==> src/rtl/matmul_tile_scheduler_if.sv <==
// Tile handshake and address bus between the scheduler
// and the 4x4 systolic array.
interface matmul_tile_scheduler_if #(
  parameter int AWIDTH = 11
);
  logic              start_mat_mul;
  logic              done_mat_mul;
  logic              pe_reset;
  logic [AWIDTH-1:0] address_mat_a;
  logic [AWIDTH-1:0] address_mat_b;
  logic [AWIDTH-1:0] address_mat_c;
  logic              c_store_en;

  modport master (
    output start_mat_mul,
    input  done_mat_mul,
    output pe_reset,
    output address_mat_a,
    output address_mat_b,
    output address_mat_c,
    output c_store_en
  );

  modport slave (
    input  start_mat_mul,
    output done_mat_mul,
    input  pe_reset,
    input  address_mat_a,
    input  address_mat_b,
    input  address_mat_c,
    input  c_store_en
  );
endinterface

==> src/rtl/matmul_tile_scheduler.sv <==
// Walks the m/n/k tile loops (k innermost) and drives one
// systolic-array handshake per 4x4 tile with its addresses.
module matmul_tile_scheduler #(
  parameter int AWIDTH = 11,
  parameter int CNTW   = 8
) (
  input  logic              clk,
  input  logic              reset,
  input  logic              start,
  input  logic              clear_done,
  input  logic [CNTW-1:0]   num_tiles_m,
  input  logic [CNTW-1:0]   num_tiles_n,
  input  logic [CNTW-1:0]   num_tiles_k,
  input  logic [AWIDTH-1:0] base_a,
  input  logic [AWIDTH-1:0] base_b,
  input  logic [AWIDTH-1:0] base_c,
  input  logic [AWIDTH-1:0] a_m_step,
  input  logic [AWIDTH-1:0] a_k_step,
  input  logic [AWIDTH-1:0] b_k_step,
  input  logic [AWIDTH-1:0] b_n_step,
  input  logic [AWIDTH-1:0] c_m_step,
  input  logic [AWIDTH-1:0] c_n_step,
  matmul_tile_scheduler_if.master mm,
  output logic              busy,
  output logic              done
);

  typedef enum logic [2:0] {
    S_IDLE,
    S_PE_CLR,
    S_ISSUE,
    S_WAIT,
    S_ADVANCE,
    S_DONE
  } state_t;

  state_t r_state;
  state_t w_next;

  logic [CNTW-1:0]   r_num_m, r_num_n, r_num_k;
  logic [CNTW-1:0]   r_m, r_n, r_k;
  logic [AWIDTH-1:0] r_base_b;
  logic [AWIDTH-1:0] r_a_ms, r_a_ks, r_b_ks;
  logic [AWIDTH-1:0] r_b_ns, r_c_ms, r_c_ns;
  logic [AWIDTH-1:0] r_a_row, r_b_col, r_c_row;
  logic [AWIDTH-1:0] r_a, r_b, r_c;

  logic w_cnt_ok;
  logic w_k_last, w_n_last, w_m_last;
  logic w_active;
  logic w_load;

  assign w_cnt_ok = (num_tiles_m != '0) &&
                    (num_tiles_n != '0) &&
                    (num_tiles_k != '0);
  assign w_k_last = (r_k == r_num_k - 1'b1);
  assign w_n_last = (r_n == r_num_n - 1'b1);
  assign w_m_last = (r_m == r_num_m - 1'b1);
  assign w_load   = (r_state == S_IDLE) && start;

  always_ff @(posedge clk) begin
    if (reset) r_state <= S_IDLE;
    else       r_state <= w_next;
  end

  always_comb begin
    w_next = r_state;
    unique case (r_state)
      S_IDLE:
        if (start) w_next = w_cnt_ok ? S_PE_CLR : S_DONE;
      S_PE_CLR:
        w_next = S_ISSUE;
      S_ISSUE:
        w_next = S_WAIT;
      S_WAIT:
        if (mm.done_mat_mul) w_next = S_ADVANCE;
      S_ADVANCE:
        if (!w_k_last)             w_next = S_ISSUE;
        else if (w_n_last && w_m_last) w_next = S_DONE;
        else                       w_next = S_PE_CLR;
      S_DONE:
        if (clear_done) w_next = S_IDLE;
      default:
        w_next = S_IDLE;
    endcase
  end

  // Counters and addresses only move in ADVANCE, so the
  // tile outputs hold steady from ISSUE through ADVANCE.
  always_ff @(posedge clk) begin
    if (reset) begin
      r_num_m  <= '0;
      r_num_n  <= '0;
      r_num_k  <= '0;
      r_m      <= '0;
      r_n      <= '0;
      r_k      <= '0;
      r_base_b <= '0;
      r_a_ms   <= '0;
      r_a_ks   <= '0;
      r_b_ks   <= '0;
      r_b_ns   <= '0;
      r_c_ms   <= '0;
      r_c_ns   <= '0;
      r_a_row  <= '0;
      r_b_col  <= '0;
      r_c_row  <= '0;
      r_a      <= '0;
      r_b      <= '0;
      r_c      <= '0;
    end else if (w_load) begin
      r_num_m  <= num_tiles_m;
      r_num_n  <= num_tiles_n;
      r_num_k  <= num_tiles_k;
      r_m      <= '0;
      r_n      <= '0;
      r_k      <= '0;
      r_base_b <= base_b;
      r_a_ms   <= a_m_step;
      r_a_ks   <= a_k_step;
      r_b_ks   <= b_k_step;
      r_b_ns   <= b_n_step;
      r_c_ms   <= c_m_step;
      r_c_ns   <= c_n_step;
      r_a_row  <= base_a;
      r_b_col  <= base_b;
      r_c_row  <= base_c;
      r_a      <= base_a;
      r_b      <= base_b;
      r_c      <= base_c;
    end else if (r_state == S_ADVANCE) begin
      if (!w_k_last) begin
        r_k <= r_k + 1'b1;
        r_a <= r_a + r_a_ks;
        r_b <= r_b + r_b_ks;
      end else if (!w_n_last) begin
        r_k     <= '0;
        r_n     <= r_n + 1'b1;
        r_b_col <= r_b_col + r_b_ns;
        r_a     <= r_a_row;
        r_b     <= r_b_col + r_b_ns;
        r_c     <= r_c + r_c_ns;
      end else if (!w_m_last) begin
        r_k     <= '0;
        r_n     <= '0;
        r_m     <= r_m + 1'b1;
        r_a_row <= r_a_row + r_a_ms;
        r_a     <= r_a_row + r_a_ms;
        r_b_col <= r_base_b;
        r_b     <= r_base_b;
        r_c_row <= r_c_row + r_c_ms;
        r_c     <= r_c_row + r_c_ms;
      end
    end
  end

  assign w_active = (r_state != S_IDLE) &&
                    (r_state != S_DONE);

  assign busy             = w_active;
  assign done             = (r_state == S_DONE);
  assign mm.pe_reset      = (r_state == S_PE_CLR);
  assign mm.start_mat_mul = (r_state == S_ISSUE) ||
                            (r_state == S_WAIT);
  assign mm.address_mat_a = r_a;
  assign mm.address_mat_b = r_b;
  assign mm.address_mat_c = r_c;
  assign mm.c_store_en    = w_active && w_k_last;

endmodule

==> src/flat_wrapper.sv <==
// flat-port wrapper written by rule: the top's interface ports become plain ports
module matmul_tile_scheduler_flat 
#(
  parameter int AWIDTH = 11,
  parameter int CNTW   = 8
)
  (clk, reset, start, clear_done, num_tiles_m, num_tiles_n, num_tiles_k, base_a, base_b, base_c, a_m_step, a_k_step, b_k_step, b_n_step, c_m_step, c_n_step, busy, done, mm_start_mat_mul, mm_done_mat_mul, mm_pe_reset, mm_address_mat_a, mm_address_mat_b, mm_address_mat_c, mm_c_store_en);
  matmul_tile_scheduler_if #(.AWIDTH(AWIDTH)) mm_i ();
  input  logic clk;
  input  logic reset;
  input  logic start;
  input  logic clear_done;
  input  logic [CNTW-1:0] num_tiles_m;
  input  logic [CNTW-1:0] num_tiles_n;
  input  logic [CNTW-1:0] num_tiles_k;
  input  logic [AWIDTH-1:0] base_a;
  input  logic [AWIDTH-1:0] base_b;
  input  logic [AWIDTH-1:0] base_c;
  input  logic [AWIDTH-1:0] a_m_step;
  input  logic [AWIDTH-1:0] a_k_step;
  input  logic [AWIDTH-1:0] b_k_step;
  input  logic [AWIDTH-1:0] b_n_step;
  input  logic [AWIDTH-1:0] c_m_step;
  input  logic [AWIDTH-1:0] c_n_step;
  output logic busy;
  output logic done;
  output wire logic [$bits(mm_i.start_mat_mul)-1:0] mm_start_mat_mul;
  input wire logic [$bits(mm_i.done_mat_mul)-1:0] mm_done_mat_mul;
  output wire logic [$bits(mm_i.pe_reset)-1:0] mm_pe_reset;
  output wire logic [$bits(mm_i.address_mat_a)-1:0] mm_address_mat_a;
  output wire logic [$bits(mm_i.address_mat_b)-1:0] mm_address_mat_b;
  output wire logic [$bits(mm_i.address_mat_c)-1:0] mm_address_mat_c;
  output wire logic [$bits(mm_i.c_store_en)-1:0] mm_c_store_en;
  assign mm_start_mat_mul = mm_i.start_mat_mul;
  assign mm_i.done_mat_mul = mm_done_mat_mul;
  assign mm_pe_reset = mm_i.pe_reset;
  assign mm_address_mat_a = mm_i.address_mat_a;
  assign mm_address_mat_b = mm_i.address_mat_b;
  assign mm_address_mat_c = mm_i.address_mat_c;
  assign mm_c_store_en = mm_i.c_store_en;
  matmul_tile_scheduler #(.AWIDTH(AWIDTH), .CNTW(CNTW)) u_core (.clk(clk), .reset(reset), .start(start), .clear_done(clear_done), .num_tiles_m(num_tiles_m), .num_tiles_n(num_tiles_n), .num_tiles_k(num_tiles_k), .base_a(base_a), .base_b(base_b), .base_c(base_c), .a_m_step(a_m_step), .a_k_step(a_k_step), .b_k_step(b_k_step), .b_n_step(b_n_step), .c_m_step(c_m_step), .c_n_step(c_n_step), .mm(mm_i), .busy(busy), .done(done));
endmodule
==> config.mk <==
export PLATFORM = sky130hd
export DESIGN_NAME = matmul_tile_scheduler_flat
export DESIGN_NICKNAME = d
export VERILOG_FILES = /design/src/rtl/matmul_tile_scheduler_if.sv /design/src/rtl/matmul_tile_scheduler.sv /design/src/flat_wrapper.sv
export SDC_FILE = /design/constraint.sdc
export NUM_CORES = 1
export LEC_CHECK = 0
export CAP_MARGIN = 20
export CORE_MARGIN = 4
export CORE_UTILIZATION = 50
export CTS_BUF_LIST = sky130_fd_sc_hd__clkbuf_4 sky130_fd_sc_hd__clkbuf_8 sky130_fd_sc_hd__clkbuf_16
export CTS_CLUSTER_DIAMETER = 150
export DETAILED_ROUTE_END_ITERATION = 7
export HOLD_SLACK_MARGIN = 0.05
export PLACE_DENSITY = 0.75
export RECOVER_POWER = 25
export SLEW_MARGIN = 20
export SYNTH_ARGS = -nofsm -noshare
export SYNTH_HDL_FRONTEND = slang
export SYNTH_SLANG_ARGS = --single-unit
==> constraint.sdc <==
create_clock -name clk -period 3.2 [get_ports clk]
set_clock_uncertainty 0.1 [all_clocks]
set_input_delay 0.48 -clock clk [delete_from_list [all_inputs] [get_ports clk]]
set_output_delay 0.48 -clock clk [all_outputs]
set_load 0.01 [all_outputs]
==> flow_metrics.py <==
metrics = {
    "run_status": {
        "status": "complete, but fails checks",
        "violations": "capacitance limit, slew limit, setup timing",
    },
    "critical_path": {
        "crit_path_max_fanout": 4,
        "critical_path.endpoint_type": "output port",
        "cp-start-kind": "flop",
        "arrival_ns": 2.71,
        "path_class": "flop to output port",
        "critPathRequiredTime_ns": 2.62,
    },
    "logic_synthesis": {
        "async_flop_share_pct": 0,
        "synthFlopType": "dfxtp_1",
        "synth_edf_count": 0,
        "yosys_warnings": 0,
        "ys_seq_area_share_pct": 33.9,
        "synth-seq-cells": 194,
        "mappedNetlistNets": 1649,
        "avgSynthCellArea_sq_um": 7.91,
        "netlist_area_sq_mm": 0.0115,
        "syn_inst": 1449,
        "yosys.cell_types.count": 74,
    },
    "sta": {
        "rsz0062_at_grt": "yes",
        "report.final.slew_viol_count": 43,
        "finalCriticalPeriod_ns": 3.29,
        "final_hold_viol_count": 0,
        "fmax_mhz": 304,
        "setup_slack_ns": -0.0892,
        "fin_crit_sh_pct": 103,
        "setup_violations": 17,
        "tightest_slew_ns": 1.60,
        "slew_headroom_pct": -6.62,
    },
    "clocking": {
        "ctsHoldBuffers": 0,
        "cts_buffers": 17,
        "cts_buffer_depth": 2,
        "clkLatencyLatePin_ns": 0.44,
        "cts_sinks": 194,
        "cts_tree": "built",
        "clkTransAtPathRegs_ns": 0.07,
        "cts-root-buf": "clkbuf_16",
        "cts.htree.levels": 4,
    },
    "route": {
        "via_per_inst": 5.87,
        "drt_iter0_drc": 1015,
        "routedWlPerCell_microns": 17.7,
        "drc": 0,
        "wirelength_microns": 33900,
        "dr.pass1.iters": 7,
        "vias": 11300,
        "drtAntennaViolNets": 0,
    },
    "power_and_ir_drop": {
        "switching_share_pct": 32.3,
        "power_density_mw_per_mm2": 472,
        "p_switching_mw": 2.24,
        "p_comb_share_pct": 27.3,
        "intPower_mw": 4.69,
        "sequentialPowerShare_pct": 40.7,
        "p_leak_nw": 5.85,
        "p_clk_share_pct": 32.0,
        "irDropWorstVdd_v": 0.000287,
    },
    "hold_path": {
        "hold_class": "flop to flop",
    },
    "die": {
        "start_util_pct": 50.8,
        "die_w_microns": 159,
        "core_sq_mm": 0.0226,
        "row_count": 55,
        "io_pins": 166,
        "die_area_sq_mm": 0.0254,
        "dieHeight_microns": 159,
    },
    "placed_design": {
        "port_buffers": 165,
        "gp_congestion": 0.907,
        "post-dp-hpwl_microns": 23800,
        "place_ws_ns": -0.0914,
    },
    "run": {
        "drv_cap": 1,
    },
    "grt": {
        "grt_start_max_net_pins": 72,
        "antenna_found_initial": 0,
        "grt_pass1_wl_microns": 53700,
        "track_usage_pct": 25.2,
        "overflow": 0,
        "grt_pass1_vias": 10700,
    },
    "finish": {
        "syn2layout_area_growth_pct": 28.1,
        "fillCellCount": 1885,
        "n_antenna_cell": 0,
        "final_util_pct": 65.1,
        "drive_gt1_share_pct": 11.2,
        "fin_nets": 1823,
    },
}
==> cells in the final DEF (no fill, tap or decap), types with 16 or more instances in the layout <==
cell type and count:
mux2i_1 32, buf_4 42, xor2_1 33, mux2_2 16, clkbuf_16 18, nand3_1 29
dfxtp_1 190, nor3_1 37, nor2_1 106, ha_1 65, inv_1 40, o21ai_0 40
a211oi_1 22, a31oi_1 20, xnor2_1 54, clkdlybuf4s50_1 130, nand2_1 272, a21oi_1 144
dlygate4sd3_1 33
==> power groups by stage <==
stage | combinational (mW) | sequential [mW] | clock (mW)
2_1_floorplan | 1.20 | 2.81 | 0
3_3_place_gp | 1.76 | 2.86 | 0
3_5_place_dp | 1.81 | 2.86 | 0
4_1_cts | 1.85 | 2.82 | 2.23
5_1_grt | 2.09 | 2.85 | 2.34
6_report | 1.89 | 2.82 | 2.22
==> final timing paths <==
kind | from | end | depth (start not counted) | slack, ns
hold / removal | u_core.r_c_ns[8]$_SDFFE_PP0P_ | u_core.r_c_ns[8]$_SDFFE_PP0P_ | 2 | 0.36
hold reg to reg | u_core.r_c_ns[8]$_SDFFE_PP0P_ | u_core.r_c_ns[8]$_SDFFE_PP0P_ | 2 | 0.36
setup / recovery | u_core.r_num_k[1]$_SDFFE_PP0P_ | mm_c_store_en | 10 | -0.09
setup reg to reg | u_core.r_num_n[0]$_SDFFE_PP0P_ | u_core.r_m[5]$_SDFFE_PP0P_ | 13 | -0.06
==> worst max-delay path: stages (launching register included) <==
cell	delay (ns)
dfxtp_2	0.34
inv_1	0.05
ha_1	0.15
or3b_4	0.39
nor4_2	0.20
o2111ai_2	0.15
buf_4	0.17
a211oi_2	0.26
buf_4	0.18
and2_1	0.12
dlygate4sd2_1	0.26
==> synth_stat cells (all sizes together) (12+ instances only) <==
cell,n,area [sq um]
nand2b,15,93.8
mux2,18,203
inv,42,158
buf,20,96.3
xnor2,54,473
a211oi,24,180
a21oi,148,741
a31oi,20,125
ha,66,826
xor2,33,289
nor2b,12,75.1
and3,13,81.3
nor2,114,430
nor4,18,119
nor3,39,206
mux2i,32,320
nand2,276,1040
o21ai,41,205
dfxtp,194,3880
nand3,33,165
clkbuf,59,221
==> layout make-up <==
class                   instances  area, sq um  share of cell area, %
inverters                      42          158                   1.07
multi-input cells            1135         7350                   50.1
clock buffers                  19          453                   3.08
clock inverters                13          149                   1.01
well taps                     285          357                   2.43
repair buffers                233         2330                   15.9
flip-flops and latches        194         3890                   26.5
==> metal layers <==
metal	routed length (microns)	up-vias	track usage (%)
met5	0	-	0
met4	798	0	6.94
met3	2600	66	5.20
met2	15600	446	40.8
met1	14900	5297	34.4
li1	-	5472	-
==> what timing repair did <==
item	in CTS	in global routing
pin swaps	6	29
gates cloned	1	4
resized for setup	29	60
setup endpoints to repair	47	74
setup buffers	4	13
==> kinds of logic (layout without fill, tap and decap cells) <==
family / after synthesis / in the layout / share of synthesized area [%]
AO/OA/AOI/OAI: 341 / 341 / 19.2
XOR/XNOR: 87 / 87 / 6.65
adder cells (fa/ha/maj): 72 / 72 / 8.25
buffers and inverters: 121 / 307 / 4.15
flip-flops: 194 / 194 / 33.9
multiplexers: 50 / 50 / 4.56
AND/OR/NAND/NOR: 584 / 585 / 23.3
==> per-stage QoR <==
stage	power (mW)	hold slack [ns]	cell area, sq um	TNS, ns	std cells
after floorplan	4.01	0.334	11500	0	1449
after global placement	4.63	0.340	13600	0	1868
after detailed placement	4.67	0.351	13600	-0.643	1868
after CTS	6.90	0.362	14300	-0.0896	1905
after global routing	7.27	0.373	14700	-4.45	1921
final	6.94	0.358	14700	-0.510	1921
==> flip-flops by register name, indices dropped and copies added (netlist names), 11 cells and up <==
name,flops
u_core.mm.address_mat_a,11
u_core.mm.address_mat_b,11
u_core.mm.address_mat_c,11
u_core.r_a_ks,11
u_core.r_a_ms,11
u_core.r_a_row,11
u_core.r_b_col,11
u_core.r_b_ks,11
u_core.r_b_ns,11
u_core.r_base_b,11
u_core.r_c_ms,11
u_core.r_c_ns,11
u_core.r_c_row,11
No activity file was read; power rests on OpenSTA's default activity.
